<file path="src/rtl/fft_pkg.sv">
// fft_pkg: shared FFT widths, complex types and twiddle constants
package fft_pkg;
    localparam int FFT_DATA_W = 16;
    localparam int FFT_TW_W   = 16;

    typedef struct packed {
        logic signed [FFT_DATA_W-1:0] re;
        logic signed [FFT_DATA_W-1:0] im;
    } cplx_data_t;

    typedef struct packed {
        logic signed [FFT_TW_W-1:0] re;
        logic signed [FFT_TW_W-1:0] im;
    } cplx_tw_t;

    localparam cplx_tw_t TW_0    = 32'h7fff_0000;
    localparam cplx_tw_t TW_N45  = 32'h5a82_a57e;
    localparam cplx_tw_t TW_N90  = 32'h0000_8000;
    localparam cplx_tw_t TW_N135 = 32'ha57e_a57e;
endpackage

</file>
<file path="src/rtl/cplx_mult_round.sv">
// cplx_mult_round: registered B*W complex multiply with round-half-up to DATA_W+1 bits
module cplx_mult_round
    import fft_pkg::*;
#(
    parameter int DATA_W = FFT_DATA_W,
    parameter int TW_W   = FFT_TW_W
) (
    input  logic                     clk,
    input  logic                     rst,
    input  logic                     en,
    input  logic [2*DATA_W-1:0]      b,
    input  logic [2*TW_W-1:0]        w,
    output logic signed [DATA_W:0]   p_re,
    output logic signed [DATA_W:0]   p_im
);
    localparam int FW = DATA_W + TW_W + 1;
    localparam logic signed [FW-1:0] RND = FW'(1 << (TW_W - 2));

    logic signed [FW-1:0] br, bi, wr, wi, full_re, full_im;
    logic signed [DATA_W:0] p_re_d, p_re_q, p_im_d, p_im_q;

    always_comb begin
        br      = FW'(signed'(b[2*DATA_W-1:DATA_W]));
        bi      = FW'(signed'(b[DATA_W-1:0]));
        wr      = FW'(signed'(w[2*TW_W-1:TW_W]));
        wi      = FW'(signed'(w[TW_W-1:0]));
        full_re = br * wr - bi * wi;
        full_im = br * wi + bi * wr;
        p_re_d  = en ? (DATA_W+1)'((full_re + RND) >>> (TW_W - 1)) : p_re_q;
        p_im_d  = en ? (DATA_W+1)'((full_im + RND) >>> (TW_W - 1)) : p_im_q;
    end

    always_ff @(posedge clk or posedge rst)
        if (rst) begin
            p_re_q <= '0;
            p_im_q <= '0;
        end else begin
            p_re_q <= p_re_d;
            p_im_q <= p_im_d;
        end

    assign p_re = p_re_q;
    assign p_im = p_im_q;
endmodule

</file>
<file path="src/rtl/butterfly_pipe.sv">
// butterfly_pipe: 3-stage radix-2 DIT butterfly with valid/ready, scaling and saturation
module butterfly_pipe
    import fft_pkg::*;
#(
    parameter int DATA_W = FFT_DATA_W,
    parameter int TW_W   = FFT_TW_W
) (
    input  logic                  clk,
    input  logic                  rst,
    input  logic                  in_valid,
    output logic                  in_ready,
    input  logic [2*DATA_W-1:0]   in_a,
    input  logic [2*DATA_W-1:0]   in_b,
    input  logic [2*TW_W-1:0]     in_w,
    input  logic                  in_scale,
    output logic                  out_valid,
    input  logic                  out_ready,
    output logic [2*DATA_W-1:0]   out_a,
    output logic [2*DATA_W-1:0]   out_b,
    output logic                  out_sat,
    output logic                  ovf_sticky,
    input  logic                  ovf_clr
);
    localparam int DW2 = DATA_W + 2;
    localparam logic [DATA_W-1:0] OMAX = {1'b0, {(DATA_W-1){1'b1}}};
    localparam logic [DATA_W-1:0] OMIN = {1'b1, {(DATA_W-1){1'b0}}};
    localparam logic signed [DW2-1:0] SMAX = DW2'(signed'(OMAX));
    localparam logic signed [DW2-1:0] SMIN = DW2'(signed'(OMIN));

    logic adv;
    logic v1_d, v1_q, v2_d, v2_q, s1_d, s1_q, s2_d, s2_q;
    logic out_valid_d, out_valid_q, out_sat_d, out_sat_q, ovf_d, ovf_q;
    logic [2*DATA_W-1:0] a1_d, a1_q, b1_d, b1_q, a2_d, a2_q;
    logic [2*DATA_W-1:0] out_a_d, out_a_q, out_b_d, out_b_q;
    logic [2*TW_W-1:0] w1_d, w1_q;
    logic signed [DATA_W:0] p_re, p_im;
    logic signed [DW2-1:0] sum [4];
    logic signed [DW2-1:0] scl [4];
    logic [DATA_W-1:0] res [4];
    logic [3:0] sat;

    cplx_mult_round #(.DATA_W(DATA_W), .TW_W(TW_W)) u_mult (
        .clk  (clk),
        .rst  (rst),
        .en   (adv),
        .b    (b1_q),
        .w    (w1_q),
        .p_re (p_re),
        .p_im (p_im)
    );

    always_comb begin
        adv    = !out_valid_q || out_ready;
        v1_d   = adv ? in_valid : v1_q;
        a1_d   = adv ? in_a : a1_q;
        b1_d   = adv ? in_b : b1_q;
        w1_d   = adv ? in_w : w1_q;
        s1_d   = adv ? in_scale : s1_q;
        v2_d   = adv ? v1_q : v2_q;
        a2_d   = adv ? a1_q : a2_q;
        s2_d   = adv ? s1_q : s2_q;
        sum[0] = DW2'(signed'(a2_q[2*DATA_W-1:DATA_W])) + DW2'(p_re);
        sum[1] = DW2'(signed'(a2_q[DATA_W-1:0])) + DW2'(p_im);
        sum[2] = DW2'(signed'(a2_q[2*DATA_W-1:DATA_W])) - DW2'(p_re);
        sum[3] = DW2'(signed'(a2_q[DATA_W-1:0])) - DW2'(p_im);
        sat    = '0;
        for (int k = 0; k < 4; k++) begin
            scl[k] = s2_q ? (sum[k] + DW2'(1)) >>> 1 : sum[k];
            sat[k] = (scl[k] > SMAX) || (scl[k] < SMIN);
            res[k] = (scl[k] > SMAX) ? OMAX : (scl[k] < SMIN) ? OMIN : scl[k][DATA_W-1:0];
        end
        out_valid_d = adv ? v2_q : out_valid_q;
        out_a_d     = adv ? {res[0], res[1]} : out_a_q;
        out_b_d     = adv ? {res[2], res[3]} : out_b_q;
        out_sat_d   = adv ? (v2_q && |sat) : out_sat_q;
        // a saturating load into S3 beats a simultaneous clear
        ovf_d       = (adv && v2_q && |sat) || (ovf_q && !ovf_clr);
    end

    always_ff @(posedge clk or posedge rst)
        if (rst) begin
            v1_q        <= 1'b0;
            v2_q        <= 1'b0;
            s1_q        <= 1'b0;
            s2_q        <= 1'b0;
            a1_q        <= '0;
            b1_q        <= '0;
            w1_q        <= '0;
            a2_q        <= '0;
            out_valid_q <= 1'b0;
            out_a_q     <= '0;
            out_b_q     <= '0;
            out_sat_q   <= 1'b0;
            ovf_q       <= 1'b0;
        end else begin
            v1_q        <= v1_d;
            v2_q        <= v2_d;
            s1_q        <= s1_d;
            s2_q        <= s2_d;
            a1_q        <= a1_d;
            b1_q        <= b1_d;
            w1_q        <= w1_d;
            a2_q        <= a2_d;
            out_valid_q <= out_valid_d;
            out_a_q     <= out_a_d;
            out_b_q     <= out_b_d;
            out_sat_q   <= out_sat_d;
            ovf_q       <= ovf_d;
        end

    assign in_ready   = adv;
    assign out_valid  = out_valid_q;
    assign out_a      = out_a_q;
    assign out_b      = out_b_q;
    assign out_sat    = out_sat_q;
    assign ovf_sticky = ovf_q;
endmodule

</file>
<file path="config.mk">
export PLATFORM = sky130hd
export DESIGN_NAME = butterfly_pipe
export DESIGN_NICKNAME = d
export VERILOG_FILES = /design/src/rtl/fft_pkg.sv /design/src/rtl/cplx_mult_round.sv /design/src/rtl/butterfly_pipe.sv
export SDC_FILE = /design/constraint.sdc
export NUM_CORES = 2
export LEC_CHECK = 0
export CAP_MARGIN = 40
export CORE_MARGIN = 3
export CORE_UTILIZATION = 41
export DETAILED_ROUTE_END_ITERATION = 10
export SYNTH_ARGS = -nofsm -noshare
export SYNTH_HDL_FRONTEND = slang
export SYNTH_SLANG_ARGS = --single-unit
</file>
<file path="constraint.sdc">
create_clock -name clk -period 11.3 [get_ports clk]
set_clock_uncertainty 0.1 [all_clocks]
set_input_delay 3.39 -clock clk [delete_from_list [all_inputs] [get_ports clk]]
set_output_delay 3.39 -clock clk [all_outputs]
set_load 0.01 [all_outputs]
</file>
* Yosys cells after proc, flatten, opt, wreduce, memory -nomap -nowiden *
Index checks and enable logic that the tools add are counted.

operators by class
  add/subtract/negate cells = 12
  $mul = 4
  $lt $le $gt $ge = 8
  muxes and demuxes = 12
  reduce and logical (&&, ||, !) cells = 13

operator list
  kind                      number
  $mul A16 B16 Y32          4
  $mux W16                  8
  $add A18 B2 Y18 const B   4
  $gt A18 B16 Y1 const B    4
  $lt A18 B16 Y1 const B    4
  $mux W18                  4
  $add A32 B16 Y32 const B  2
  $add A16 B17 Y18          2
  $sub A16 B17 Y18          2
  $add A32 B32 Y32          1
  $sub A32 B32 Y32          1
  $logic_or A1 B1 Y1        6
  $logic_and A1 B1 Y1       4
  $reduce_or A4 Y1          1
  $logic_not A1 Y1          2

storage, ports and cells
  register bits = 233
  input port bits = 102

* Depth between registers and ports, before layout *
  word-level depth = 8
  gate-level depth with buffers = 30

* Hierarchy *
From an unflattened synthesis, not the netlist that was laid out.

second synthesis, totals
  cells, all modules = 6016
  area total of the unflattened synthesis = 54158.2 um^2

by module, submodules not included
  module           times used  cells an instance  area each (um^2)
  cplx_mult_round  1           4215               39992.1
  butterfly_pipe   1           1801               14166.1

* Least setup slack after synthesis *
OpenSTA, ideal clock, no wires.

  kind = reg-to-reg
  start = register b1_q[15]
  end = register u_mult.p_re_q[15] (netlist: u_mult.p_re[15])
  arrival = 7.635 ns
  path slack = 3.429 ns
  stages on the path, launching flop included = 27
  cell sequence = dfrtp_1 clkbuf_1 nand2_1 inv_1 fa_1 inv_1 fa_1 inv_1 fa_1 inv_1 fa_1 fa_1 fa_1 fa_1 fa_1 ha_1 a21o_1 a21o_1 a21oi_1 o21ai_0 a21o_1 a31o_2 a21oi_1 o31ai_1 a21o_1 a2111oi_0 nor3_1

between the ends
  cells in the longest elaborated chain, start to end = 3

ends and longest elaborated chain
  what                    RTL line               text
  from (decl)             butterfly_pipe.sv:33   logic [2*DATA_W-1:0] a1_d, a1_q, b1_d, b1_q, a2_d, a2_q;
  from (signal assigned)  butterfly_pipe.sv:87   b1_q <= '0;
  from (signal assigned)  butterfly_pipe.sv:101  b1_q <= b1_d;
  $mul A16 B16 Y32        cplx_mult_round.sv:27  full_re = br * wr - bi * wi;
  $sub A32 B32 Y32        cplx_mult_round.sv:27
  $add A32 B16 Y32        cplx_mult_round.sv:29  p_re_d = en ? (DATA_W+1)'((full_re + RND) >>> (TW_W - 1)) : p_re_q;
  to (signal assigned)    cplx_mult_round.sv:38  p_re_q <= p_re_d;
  to (decl)               cplx_mult_round.sv:20  logic signed [DATA_W:0] p_re_d, p_re_q, p_im_d, p_im_q;

No other way between the ends.
A chain may end at the register's enable or synchronous reset.

* Worst setup path after layout *
  start = register w1_q[1]
  end = register u_mult.p_re_q[15] (netlist: u_mult.p_re[15])

between the ends
  cells in the longest elaborated chain, start to end = 3

ends and longest elaborated chain
  what                    RTL line               text
  from (decl)             butterfly_pipe.sv:35   logic [2*TW_W-1:0] w1_d, w1_q;
  from (signal assigned)  butterfly_pipe.sv:102  w1_q <= w1_d;
  $mul A16 B16 Y32        cplx_mult_round.sv:27
  $sub A32 B32 Y32        cplx_mult_round.sv:27
  $add A32 B16 Y32        cplx_mult_round.sv:29

No other way between the ends.

==> impl_summary.log <==
INFO  metric outcome = completed
INFO  metric clkTransAtPathRegs = 0.06 ns
INFO  metric worst_ep_required_time = 11.65 ns
INFO  metric maximum_number_of_pins_on_one_net_before_global_route_repair = 160
INFO  metric period_share = 0.779
INFO  metric holdCritStartpoint = w1_q[10]
INFO  metric number_of_vias_in_the_routed_layout = 39,500
INFO  metric clk-insertion-delay-late = 0.62 ns
INFO  metric fin_setup_tns = 0 ns
INFO  metric drt.antenna.violating_nets = 0
INFO  metric worst_setup_path_end_kind = flop
INFO  metric track_usage = 0.227
INFO  metric min_path_type = flop to flop
INFO  metric port_buffer_count = 169
INFO  metric finalNetCount = 7,626
INFO  metric yosysTopAreaCellShare = 0.429
INFO  metric post_drt_via_cell_ratio = 5.08
INFO  metric cp.buffers_inverters = 5
INFO  metric post_synth_num_cell_types = 105
INFO  metric clk_path_buf_depth = 3
INFO  metric layout_setup_ws = 2.49 ns
INFO  metric critical-path-max-stage-delay = 0.63 ns
INFO  metric cp-start-kind = flop
INFO  metric synthesis.instances = 6,003
INFO  metric synth-seq-cells = 233
INFO  metric dp_hpwl = 120,000 um
INFO  metric grt_first_pass_wirelength = 241,000 um
INFO  metric first_pass_iters = 8
INFO  metric preCtsSetupSlack = 2.51 ns
INFO  metric rsz0062_at_grt = no
INFO  metric timing.critical_path.slowest_stage_cell = inv_1
INFO  metric critical_r2r_launch = w1_q[1]
INFO  metric tightest_slew = 0.926 ns
INFO  metric die_width = 368 um
INFO  metric via_count_of_the_first_global_routing_pass = 41,900
INFO  metric number_of_antenna_violations_at_the_first_check_in_global_routing = 7
INFO  metric worst_ep_arrival_time = 9.16 ns
INFO  metric post_synth_instance_area = 53,800 um2
INFO  metric timing.max_cap.violations = 0
INFO  metric wl = 151,000 um
INFO  metric maximum_fanout_count_along_the_critical_path = 24
INFO  metric cts_tree = yes
INFO  metric floorplan.initialDensity = 0.414
INFO  metric io-pin-count = 170
INFO  metric drcViolationCount = 0
INFO  metric max_slew_violation_count = 0
INFO  metric ctsRootBufferMaster = clkbuf_16
INFO  metric core_region_area = 130,000 um2
INFO  metric synthArstFlopShare = 1.00
INFO  metric synth_sequential_area_ratio = 0.108
INFO  metric synth_common_cells = 1,359 x inv_1, 1,153 x fa_1, 1,021 x nand2_1
INFO  metric library_cell_with_the_largest_summed_area_after_synthesis = fa_1
INFO  metric multiInputGateArea = 41,700 um2
INFO  metric timing.slew.headroom = 0.383
INFO  metric synth_edf_count = 0
INFO  metric cts_sinks = 233
INFO  metric worst_r2r_path_depth = 26
INFO  metric gp_congestion = 0.883
INFO  metric postSynthNetCount = 7,626
INFO  metric min_to = w1_q[10]
INFO  metric synth.most_common_cell = inv_1
INFO  metric post-route-min-period = 8.81 ns
INFO  metric report.final.setup_viol = 0
INFO  metric areaGrowthSynthToFinish = 8.91%
INFO  metric die_h = 368 um
INFO  metric path_class = flop to flop
INFO  metric placementRows = 132
INFO  metric post_route_cells_drive_above_1_share = 0.0322
INFO  metric crit_cells = 26
INFO  metric avgRoutedWirePerCell = 19.4 um
INFO  metric reg2reg_to = u_mult.p_re[15]
INFO  metric worst-r2r-setup-slack = 2.49 ns
INFO  metric cts_post_setup_buffers_inserted = 0
INFO  metric syn_area_per_cell = 8.96 um2
INFO  metric max_freq = 0.114 GHz
INFO  metric count_of_fill_cells_added_during_filler_insertion = 12,600
INFO  metric crit_path_leading_delay_family = adder cells
INFO  metric die_area = 136,000 um2
INFO  metric detailedRoute.firstIterationViolations = 2,570
INFO  metric min_delay_path_depth = 2
INFO  metric number_of_hold_slack_violations_in_the_final_timing_report = 0
INFO  metric globalRoute.totalOverflow = 0
INFO  metric final-seq-area = 5840 um2
INFO  metric cts-htree-levels = 2
INFO  metric ctsHoldBuffers = 0
INFO  metric synthFlopType = dfrtp_1
INFO  metric synth.area.top_cells = fa_1 43%, dfrtp_1 11%, inv_1 9.5%
INFO  metric ctsResizeCount = 0
INFO  metric synth-warning-count = 0
INFO  metric cts_inserted_buffers = 34
INFO  metric cpMostUsedCell = fa_1
==> cell type report <==
cell class              count  area share
multi-input cells        4119       0.712
flip-flops and latches    233      0.0996
inverters                1361      0.0874
repair buffers            254      0.0409
well taps                1742      0.0372
clock buffers              37      0.0150
clock inverters            24     0.00754
diodes                      4    0.000171
==> cells in the final DEF (no fill, tap or decap), types with 32 or more instances in the layout <==
cell             Yosys  routed
o21ai_0             80      80
nand2_1           1021    1021
a31oi_1             43      43
buf_4                3      81
nor2_1             175     175
clkdlybuf4s50_1      0     169
a21oi_1            129     129
clkbuf_16            0      34
fa_1              1153    1153
ha_1               368     368
and2_1             453     453
nand3_1             41      41
o211ai_1            33      33
nor3_1              32      32
dfrtp_1            233     227
o21a_1              35      35
inv_1             1359    1358
nand2b_1            63      63
xnor2_1            107     107
==> logic make-up (layout without fill, tap and decap cells) <==
group / Yosys count / in the layout / share of synthesized area
buffers and inverters: 1651 / 1676 / 0.116
adders and majority gates: 1521 / 1521 / 0.514
muxes: 10 / 10 / 0.00193
AOI/OAI and AO/OA: 532 / 532 / 0.0692
and+or+nand+nor: 1922 / 1922 / 0.168
other: 0 / 4 / 0
DFF: 233 / 233 / 0.108
xor gates and xnor gates: 134 / 134 / 0.0218
==> state kept, by name, indices dropped and copies added (netlist names), 17 cells and up <==
register / cells
w1_q: 32
a1_q: 32
a2_q: 32
u_mult.p_re: 17
u_mult.p_im: 17
out_b: 32
out_a: 32
b1_q: 32
==> worst min-delay path: stages, from the launching register on <==
cell,delay [ns]
dfrtp_1,0.34
nand2_1,0.05
nand2_1,0.05
==> layer usage <==
| metal | track usage | routed length, um | vias up |
|---|---|---|---|
| met2 | 0.368 | 70300 | 1063 |
| met1 | 0.323 | 67900 | 20400 |
| li1 | - | - | 17900 |
| met4 | 0.0482 | 3280 | 2 |
| met5 | 0 | 12 | - |
| met3 | 0.0317 | 9180 | 194 |
==> through the flow <==
| step | utilization | hold WS, ns | cell area (um2) | instances |
|---|---|---|---|---|
| 2_1_floorplan | - | 0.339 | 53800 | 6003 |
| 3_3_place_gp | 0.440 | 0.354 | 57200 | 7707 |
| 3_5_place_dp | 0.441 | 0.357 | 57300 | 7709 |
| 4_1_cts | 0.451 | 0.370 | 58600 | 7770 |
| 5_1_grt | 0.451 | 0.389 | 58600 | 7770 |
| 6_report | 0.451 | 0.366 | 58600 | 7774 |
==> worst max path at each step <==
stage | endpoint | start | slack (ns)
floorplan | a1_q[0] | rst | 1.42
global placement | u_mult.p_im[14] | b1_q[6] | 2.61
detailed placement | u_mult.p_re[15] | w1_q[1] | 2.51
CTS | u_mult.p_re[15] | w1_q[1] | 2.46
global route | u_mult.p_re[15] | w1_q[1] | 2.03
finish | u_mult.p_re[15] | w1_q[1] | 2.49
Power is not shown: default switching activity piles up to over one toggle a cycle in this logic, so the estimate is an artifact.
